--- src/rtl/ysyx_23060201_lsu_pkg.sv ---
// Shared encodings for the load/store unit: funct3 codes, FSM states, widths.
package ysyx_23060201_lsu_pkg;

  localparam int unsigned XLEN = 32;
  localparam int unsigned MASK_W = XLEN / 8;

  localparam logic [2:0] LSU_LB  = 3'b000;
  localparam logic [2:0] LSU_LH  = 3'b001;
  localparam logic [2:0] LSU_LW  = 3'b010;
  localparam logic [2:0] LSU_LBU = 3'b100;
  localparam logic [2:0] LSU_LHU = 3'b101;
  localparam logic [2:0] LSU_SB  = 3'b000;
  localparam logic [2:0] LSU_SH  = 3'b001;
  localparam logic [2:0] LSU_SW  = 3'b010;

  typedef enum logic [1:0] {
    ST_IDLE = 2'd0,
    ST_WAIT = 2'd1,
    ST_RESP = 2'd2
  } lsu_state_e;

endpackage

--- src/rtl/ysyx_23060201_lsu_align.sv ---
// Combinational lane logic: store mask/data shifting, load extraction and
// request legality checking.
module ysyx_23060201_lsu_align
  import ysyx_23060201_lsu_pkg::*;
(
  input  logic              i_ren,
  input  logic              i_wen,
  input  logic [2:0]        i_funct3,
  input  logic [1:0]        i_addr,
  input  logic [XLEN-1:0]   i_wdata,
  input  logic [XLEN-1:0]   i_rdata,
  output logic [MASK_W-1:0] o_wmask,
  output logic [XLEN-1:0]   o_wdata,
  output logic [XLEN-1:0]   o_rdata,
  output logic              o_err
);

  logic [7:0]  w_byte;
  logic [15:0] w_half;
  logic        w_ld_bad;
  logic        w_st_bad;
  logic        w_misalign;

  assign w_half = i_addr[1] ? i_rdata[31:16] : i_rdata[15:0];

  always_comb begin
    w_byte = i_rdata[7:0];
    case (i_addr)
      2'd1:    w_byte = i_rdata[15:8];
      2'd2:    w_byte = i_rdata[23:16];
      2'd3:    w_byte = i_rdata[31:24];
      default: w_byte = i_rdata[7:0];
    endcase
  end

  always_comb begin
    o_rdata = '0;
    case (i_funct3)
      LSU_LB:  o_rdata = {{24{w_byte[7]}}, w_byte};
      LSU_LBU: o_rdata = {24'd0, w_byte};
      LSU_LH:  o_rdata = {{16{w_half[15]}}, w_half};
      LSU_LHU: o_rdata = {16'd0, w_half};
      LSU_LW:  o_rdata = i_rdata;
      default: o_rdata = '0;
    endcase
  end

  always_comb begin
    o_wmask = '0;
    o_wdata = '0;
    case (i_funct3)
      LSU_SB: begin
        o_wmask = 4'b0001 << i_addr;
        o_wdata = {4{i_wdata[7:0]}};
      end
      LSU_SH: begin
        o_wmask = 4'b0011 << {i_addr[1], 1'b0};
        o_wdata = {2{i_wdata[15:0]}};
      end
      LSU_SW: begin
        o_wmask = 4'b1111;
        o_wdata = i_wdata;
      end
      default: begin
        o_wmask = '0;
        o_wdata = '0;
      end
    endcase
  end

  // funct3[1:0] selects access size for both legal loads and legal stores
  assign w_ld_bad   = (i_funct3 == 3'b011) || (i_funct3 == 3'b110) || (i_funct3 == 3'b111);
  assign w_st_bad   = i_funct3[2] || (i_funct3[1:0] == 2'b11);
  assign w_misalign = ((i_funct3[1:0] == 2'b01) && i_addr[0]) ||
                      ((i_funct3[1:0] == 2'b10) && (i_addr != 2'b00));
  assign o_err      = (i_ren && i_wen) ||
                      (i_ren && (w_ld_bad || w_misalign)) ||
                      (i_wen && (w_st_bad || w_misalign));

endmodule

--- src/rtl/ysyx_23060201_lsu.sv ---
// Load/store unit: accepts one EXU request, issues a word-aligned memory
// access for MEM_LATENCY cycles, then presents the result to WBU.
module ysyx_23060201_lsu
  import ysyx_23060201_lsu_pkg::*;
#(
  parameter int unsigned MEM_LATENCY = 1,
  parameter int unsigned CNT_W       = 4
) (
  input  logic              clk,
  input  logic              rst,
  input  logic              in_valid,
  output logic              in_ready,
  input  logic              in_ren,
  input  logic              in_wen,
  input  logic [2:0]        in_funct3,
  input  logic [XLEN-1:0]   in_addr,
  input  logic [XLEN-1:0]   in_wdata,
  output logic              out_valid,
  input  logic              out_ready,
  output logic [XLEN-1:0]   out_rdata,
  output logic              out_err,
  output logic [XLEN-1:0]   mem_raddr,
  output logic              mem_ren,
  input  logic [XLEN-1:0]   mem_rdata,
  output logic [XLEN-1:0]   mem_waddr,
  output logic [XLEN-1:0]   mem_wdata,
  output logic [MASK_W-1:0] mem_wmask,
  output logic              mem_wen
);

  lsu_state_e         r_state;
  logic [CNT_W-1:0]   r_cnt;
  logic [XLEN-1:0]    r_addr;
  logic [XLEN-1:0]    r_wdata;
  logic [2:0]         r_funct3;
  logic               r_ren;
  logic               r_wen;
  logic               r_in_ready;
  logic               r_out_valid;
  logic [XLEN-1:0]    r_out_rdata;
  logic               r_out_err;

  logic               w_idle;
  logic               w_wait;
  logic               w_last;
  logic               w_al_ren;
  logic               w_al_wen;
  logic [2:0]         w_al_funct3;
  logic [1:0]         w_al_addr;
  logic [XLEN-1:0]    w_al_wdata_in;
  logic [MASK_W-1:0]  w_al_wmask;
  logic [XLEN-1:0]    w_al_wdata;
  logic [XLEN-1:0]    w_al_rdata;
  logic               w_al_err;
  logic [XLEN-1:0]    w_word_addr;

  assign w_idle = (r_state == ST_IDLE);
  assign w_wait = (r_state == ST_WAIT);
  assign w_last = (r_cnt == '0);

  // Legality is judged on the live request in IDLE; lane data uses the latched one
  assign w_al_ren      = w_idle ? in_ren    : r_ren;
  assign w_al_wen      = w_idle ? in_wen    : r_wen;
  assign w_al_funct3   = w_idle ? in_funct3 : r_funct3;
  assign w_al_addr     = w_idle ? in_addr[1:0] : r_addr[1:0];
  assign w_al_wdata_in = w_idle ? in_wdata  : r_wdata;

  ysyx_23060201_lsu_align u_align (
    .i_ren    (w_al_ren),
    .i_wen    (w_al_wen),
    .i_funct3 (w_al_funct3),
    .i_addr   (w_al_addr),
    .i_wdata  (w_al_wdata_in),
    .i_rdata  (mem_rdata),
    .o_wmask  (w_al_wmask),
    .o_wdata  (w_al_wdata),
    .o_rdata  (w_al_rdata),
    .o_err    (w_al_err)
  );

  // Memory strobes decode from state so an async reset drops them at once
  assign w_word_addr = {r_addr[XLEN-1:2], 2'b00};
  assign mem_raddr   = w_wait ? w_word_addr : '0;
  assign mem_waddr   = w_wait ? w_word_addr : '0;
  assign mem_ren     = w_wait && r_ren;
  assign mem_wen     = w_wait && r_wen && w_last;
  assign mem_wdata   = (w_wait && r_wen) ? w_al_wdata : '0;
  assign mem_wmask   = (w_wait && r_wen) ? w_al_wmask : '0;

  assign in_ready  = r_in_ready;
  assign out_valid = r_out_valid;
  assign out_rdata = r_out_rdata;
  assign out_err   = r_out_err;

  always_ff @(posedge clk or posedge rst) begin
    if (rst) begin
      r_state     <= ST_IDLE;
      r_cnt       <= '0;
      r_addr      <= '0;
      r_wdata     <= '0;
      r_funct3    <= '0;
      r_ren       <= 1'b0;
      r_wen       <= 1'b0;
      r_in_ready  <= 1'b0;
      r_out_valid <= 1'b0;
      r_out_rdata <= '0;
      r_out_err   <= 1'b0;
    end else begin
      case (r_state)
        ST_IDLE: begin
          if (r_in_ready && in_valid) begin
            r_addr     <= in_addr;
            r_wdata    <= in_wdata;
            r_funct3   <= in_funct3;
            r_ren      <= in_ren;
            r_wen      <= in_wen;
            r_in_ready <= 1'b0;
            if (w_al_err || (!in_ren && !in_wen)) begin
              r_out_err   <= w_al_err;
              r_out_rdata <= '0;
              r_out_valid <= 1'b1;
              r_state     <= ST_RESP;
            end else begin
              r_cnt   <= CNT_W'(MEM_LATENCY - 1);
              r_state <= ST_WAIT;
            end
          end else begin
            r_in_ready <= 1'b1;
          end
        end
        ST_WAIT: begin
          if (w_last) begin
            r_out_rdata <= r_ren ? w_al_rdata : '0;
            r_out_err   <= 1'b0;
            r_out_valid <= 1'b1;
            r_state     <= ST_RESP;
          end else begin
            r_cnt <= r_cnt - CNT_W'(1);
          end
        end
        ST_RESP: begin
          if (out_ready) begin
            r_out_valid <= 1'b0;
            r_out_rdata <= '0;
            r_out_err   <= 1'b0;
            r_in_ready  <= 1'b1;
            r_state     <= ST_IDLE;
          end
        end
        default: r_state <= ST_IDLE;
      endcase
    end
  end

endmodule
--- config.mk ---
export PLATFORM = sky130hd
export DESIGN_NAME = ysyx_23060201_lsu
export DESIGN_NICKNAME = d
export VERILOG_FILES = /design/src/rtl/ysyx_23060201_lsu_pkg.sv /design/src/rtl/ysyx_23060201_lsu_align.sv /design/src/rtl/ysyx_23060201_lsu.sv
export SDC_FILE = /design/constraint.sdc
export NUM_CORES = 1
export LEC_CHECK = 0
export CORE_MARGIN = 2
export CORE_UTILIZATION = 45
export CTS_CLUSTER_DIAMETER = 40
export CTS_CLUSTER_SIZE = 25
export DETAILED_ROUTE_END_ITERATION = 12
export PLACE_DENSITY = 0.81
export RECOVER_POWER = 100
export SYNTH_ARGS = -nofsm -noshare
export SYNTH_HDL_FRONTEND = slang
export SYNTH_SLANG_ARGS = --single-unit
--- constraint.sdc ---
create_clock -name clk -period 4 [get_ports clk]
set_input_delay 0.8 -clock clk [delete_from_list [all_inputs] [get_ports clk]]
set_output_delay 0.8 -clock clk [all_outputs]
set_load 0.02 [all_outputs]
# Word-level counts from Yosys, hierarchy flattened
# Index checks and enable logic that the tools add are counted.
[op_classes]
add_sub_neg = 1
n_eq_ne = 21
shifts = 2
mux = 40
n_reduce_logical = 33
[ops]
columns = ["op", "n"]
rows = [
  ["32-bit 2-to-1 mux", 8],
  ["32-bit case mux with 3 select lines", 2],
  ["32-bit case mux with 5 select lines", 1],
  ["8-bit case mux with 3 select lines", 1],
  ["16-bit 2-to-1 mux", 1],
  ["4-bit 2-to-1 mux", 4],
  ["3-bit equality test, second input constant", 4],
  ["4-bit case mux with 3 select lines", 1],
  ["1-bit 2-to-1 mux", 11],
  ["2-bit equality test, second input constant", 5],
  ["1-bit logical AND", 10],
  ["2-bit 2-to-1 mux", 5],
  ["1-bit logical OR", 9],
  ["4-bit case mux with 2 select lines", 1],
  ["2-bit by 1-bit equality test with 1-bit output, second input constant", 3],
  ["3-bit by 2-bit equality test with 1-bit output, second input constant", 2],
  ["2-bit by 1-bit inequality test with 1-bit output, second input constant", 3],
  ["2-bit inequality test, second input constant", 3],
  ["1-bit case mux with 3 select lines", 2],
  ["2-bit case mux with 3 select lines", 1],
  ["2-bit nonzero test", 3],
  ["5-bit AND reduction", 1],
  ["4-bit logical NOT", 1],
  ["2-bit AND reduction", 2],
  ["other kinds (12)", 13],
]
[word_totals]
register_bits = 110
in_bits = 105
output_inout_bits = 137
word_cells = 108

# Logic depth before layout (Yosys ltp)
[depth]
depth_word = 13
mapped_depth = 13
mapped_depth_nobuf = 8

# By module
# From an unflattened synthesis, not the netlist that was laid out.
[hier_totals]
hier_cells = 679
hier_area_um2 = 7201.9
[modules_own_cells]
columns = ["mod", "n_inst", "cells_per_inst", "area_per_inst_um2", "seq_area_each_um2"]
rows = [
  ["ysyx_23060201_lsu", 1, 470, 5835.6, 2752.6],
  ["ysyx_23060201_lsu_align", 1, 209, 1366.3, 0.0],
]

# Worst setup path after synthesis
# OpenSTA, ideal clock, no wires.
[synth_path]
path_type = "register to output"
startpoint = "register r_state[0]"
endpoint = "output port mem_wdata[10]"
arrival_time_ns = 2.431
slack_ns = 0.769
path_stages_with_launch = 11
n_path_buf = 3
cell_sequence = "dfrtp_1 inv_1 ha_1 buf_6 buf_12 mux2_4 nor3_2 or2_2 clkbuf_1 nand2_1 a21oi_1"
[synth_via]
elab_chain_len = 5
elab_cells_between_ends = 10
cone_classes = "eq/ne: 3; mux: 4; reduce/logical: 3"
[synth_lines]
columns = ["item", "line_no", "rtl"]
rows = [
  ["start: declaration", "ysyx_23060201_lsu.sv:31", "lsu_state_e r_state;"],
  ["start signal: assignment", "ysyx_23060201_lsu.sv:97", "r_state <= ST_IDLE;"],
  ["start signal: assignment", "ysyx_23060201_lsu.sv:122", "r_state <= ST_RESP;"],
  ["start signal: assignment", "ysyx_23060201_lsu.sv:125", "r_state <= ST_WAIT;"],
  ["2-bit logical NOT", "ysyx_23060201_lsu.sv:57", "assign w_idle = (r_state == ST_IDLE);"],
  ["3-bit 2-to-1 mux", "ysyx_23060201_lsu.sv:64", "assign w_al_funct3 = w_idle ? in_funct3 : r_funct3;"],
  ["3-bit by 2-bit equality test with 1-bit output (tied with other cells)", "ysyx_23060201_lsu_align.sv:51", "case (i_funct3)"],
  ["32-bit case mux with 3 select lines", "ysyx_23060201_lsu_align.sv:51", ""],
  ["32-bit 2-to-1 mux (*)", "ysyx_23060201_lsu.sv:87", "assign mem_wdata = (w_wait && r_wen) ? w_al_wdata : '0;"],
  ["end: declaration", "ysyx_23060201_lsu.sv:26", "output logic [XLEN-1:0] mem_wdata,"],
]
# Every way passes the cells marked *; elsewhere a longest branch is shown, timed or not.

# Worst setup path in the final report
[layout_path]
startpoint = "input port in_funct3[0]"
endpoint = "output port mem_wmask[0]"
[layout_via]
elab_chain_len = 4
elab_cells_between_ends = 6
cone_classes = "eq/ne: 2; mux: 3; reduce/logical: 1"
[layout_lines]
columns = ["item", "line_no", "rtl"]
rows = [
  ["start: declaration", "ysyx_23060201_lsu.sv:15", "input logic [2:0] in_funct3,"],
  ["3-bit 2-to-1 mux (*)", "ysyx_23060201_lsu.sv:64", ""],
  ["3-bit by 2-bit equality test with 1-bit output (tied with other cells)", "ysyx_23060201_lsu_align.sv:51", ""],
  ["4-bit case mux with 3 select lines (*)", "ysyx_23060201_lsu_align.sv:51", ""],
  ["4-bit 2-to-1 mux (*)", "ysyx_23060201_lsu.sv:88", "assign mem_wmask = (w_wait && r_wen) ? w_al_wmask : '0;"],
  ["end: declaration", "ysyx_23060201_lsu.sv:27", "output logic [MASK_W-1:0] mem_wmask,"],
]
# Marks and branches as above.

==> results.yml <==
run_status:
  outcome: "finished, violations left"
  failed_checks: "max-capacitance violations, max-slew violations"
floorplanning:
  floorplan.initialDensity: 0.465
  die_w_um: 124
  die_height_um: 124
  placement_rows: 43
  floorplan.io_pins: 242
  die_area_mm2: 0.0154
  core-area_mm2: 0.0140
timing:
  final.setup_skew_ps: 9.70
  timing.final.crit_period_ps: 3920
  worstMarginPinSlew_ps: 2380
  whs_ps: 469
  timing_hold_violations_final: 0
  worst_slack_ps: 78.2
  timing.setup.tns_ps: 0
  fmax_ghz: 0.255
  max-slew-margin-rel: -0.593
  fraction_of_the_cycle_the_final_worst_path_needs: 0.980
  final-max-slew-violation-count: 55
  setup_viol: 0
worst_setup_path:
  reg2reg_slack_ps: 980
  category_of_the_most_critical_setup_path: "input pin to primary output"
  reg_to_reg_critical_path_startpoint: "r_state[0]"
  end_kind: "primary output"
  timing.rr.end: "out_rdata[30]"
  timing.critical_path.required_ps: 3200
  worstSetupStartpointType: "input pin"
  cp_data_arrival_time_ps: 3120
  worstRegToRegCells: 10
  critical_path_peak_fanout: 7
cells_and_area:
  nets: 1089
  layout-drive-gt1-share: 0.0936
  area_delta_synth_final_pct: 40.9
  most_used_cells_in_the_layout_excluding_fill_and_tap_cells: "nand2_1, clkdlybuf4s50_1, dfrtp_1"
  finish.utilization: 0.655
  layout_commonest_cell: "nand2_1"
synth:
  synth_seq_area_share: 0.423
  synth-warning-count: 0
  synth_cell_types: 61
  yosys_most_used_dff: "dfrtp_1"
  ys_ff_latch: 110
  synth_enable_flop_cells: 0
  syn-instance-count: 779
  syn-cell-area_mm2: 0.00650
  avgSynthCellArea_um2: 8.35
  asyncSetResetFlopFracSynth: 1.00
power_and_ir_drop:
  share_of_power_burned_in_the_clock_network: 0.153
  power.density_mw_per_mm2: 653
  share_comb_of_total_power: 0.557
  sequentialPowerShare: 0.290
  p_int_mw: 3.37
  switching_pwr_mw: 2.61
  post-layout-total-power_mw: 5.98
  static-leakage-power_nw: 4.14
  switching_share: 0.436
  max-vdd-ir-drop_mv: 0.328
clock_network:
  clock_path_buffers: 2
  cts_tree: "done"
  clock_tree.htree_level_count: 3
  clkTransAtPathRegs_ps: 80
  post_cts_hold_buffer_count: 0
  numCtsBuffers: 9
  cts_sinks: 110
  clock-root-buffer: "clkbuf_16"
  clkLatencyLatePin_ps: 350
worst_hold_path:
  hold_path_end: "r_addr[23]"
  worst_hold_path.num_cells: 2
  path_category_of_the_worst_min_delay_check: "flip-flop to flip-flop"
  hp-start: "r_addr[23]"
detailed_routing:
  route.vias.total: 6219
  drt-vias-per-instance: 5.34
  initial_drc_count: 433
  postRouteWirelength_um: 19100
  drt_pre_antenna_iters: 5
  drtAntennaViolNets: 0
  wl_per_instance_um: 16.4
  drt_drc_violations_left: 0
placement:
  dp_hpwl_um: 13600
  finalWeightedCongestion: 0.855
  buffer_ports.inserted: 237
  pre_cts_slack_ps: 86.2
global_route:
  initial_antenna_violation_count: 1
  gr-total-overflow: 0
  grt_pass1_vias: 5975
  grt_max_degree: 70
  grt_pass1_wl_um: 30600
  track_usage: 0.243
flow_run:
  maxCapViolations: 1
==> layer usage <==
metal / track usage / routed length [um] / vias to the layer above
met2: 0.395 / 9230 / 245
met4: 0.0760 / 295 / 0
met3: 0.0525 / 1380 / 24
li1: - / - / 2969
met1: 0.324 / 8210 / 2981
met5: 0 / 0 / -
==> flip-flops by register name (all words and copies together) (netlist names) <==
register,flops
r_addr,32
r_cnt,4
r_ren,1
r_wen,1
in_ready,1
r_state,2
r_funct3,3
out_rdata,32
out_valid,1
r_wdata,32
out_err,1
==> how the worst max path moves through the flow <==
stage / from / endpoint / slack (ps) / depth (start not counted)
global placement: in_funct3[0] / mem_wmask[0] / 130 / 7
floorplan: rst / in_ready / 300 / 1
CTS: r_state[0] / mem_wmask[0] / 40 / 9
detailed placement: in_funct3[0] / mem_wmask[0] / 90 / 7
global route: r_state[0] / mem_wdata[19] / -60 / 8
finish: in_funct3[0] / mem_wmask[0] / 80 / 7
==> synth_stat cells (5+ instances only) <==
cell type,instances,area [um^2]
buf_6,7,78.8
mux2_2,16,180
dfrtp_1,110,2750
a221oi_1,11,96.3
nor2_1,40,150
clkbuf_1,27,101
a21o_1,6,45.0
nor3_1,6,30.0
inv_1,10,37.5
nand2b_1,7,43.8
o21ai_0,9,45.0
and2_1,34,213
a21oi_1,34,170
nand2_1,275,1030
o21ai_1,27,135
mux2i_1,23,230
a32oi_1,5,43.8
buf_4,34,255
buf_2,7,35.0
nor2b_1,5,31.3
ha_1,6,75.1
nand3_1,5,25.0
a21oi_2,6,52.6
o22ai_1,8,50.1
==> worst max-delay path, stage by stage <==
cell	delay (ps)
clkdlybuf4s50_1	640
nor2_1	100
a31o_2	310
a311o_1	320
a21o_1	250
nor2b_1	160
clkdlybuf4s50_1	540
==> power groups by stage <==
stage | registers [mW] | logic, mW | clock network [mW]
detailed placement | 1.74 | 3.27 | 0
floorplan | 1.72 | 2.33 | 0
global route | 1.78 | 3.64 | 0.974
finish | 1.74 | 3.33 | 0.915
CTS | 1.73 | 3.29 | 0.936
global placement | 1.73 | 3.23 | 0
==> stage by stage <==
step,area [um^2],std cells
finish,9160,1164
global route,9160,1163
CTS,9120,1160
detailed placement,8820,1144
global placement,8820,1144
floorplan,6510,782
==> kinds of logic after synthesis <==
logic type               Yosys count  synth area share
other                              1          0.000577
adder cells (fa/ha/maj)            6            0.0115
flip-flops                       110             0.423
AO/OA/AOI/OAI                    143             0.157
buffers and inverters             88            0.0824
multiplexers                      43            0.0720
AND/OR/NAND/NOR                  388             0.253
==> cell type report <==
class	instances	area, um^2
Timing Repair Buffer	263	2600
Clock inverter	6	67.6
Clock buffer	10	229
Fill cell	1156	4830
Tap cell	180	225
Antenna cell	1	2.50
Sequential cell	110	2750
Multi-Input combinational cell	584	3250
Inverter	10	38.8
==> repair_timing <==
action / CTS / global route
hold endpoints to repair: 0 / 0
gates resized for setup: 1 / 8
buffers inserted: 0 / 3
endpoints found under the setup margin: 1 / 14
pin swaps: 0 / 0
cloned: 0 / 0
(Power assumes the default switching activity.)
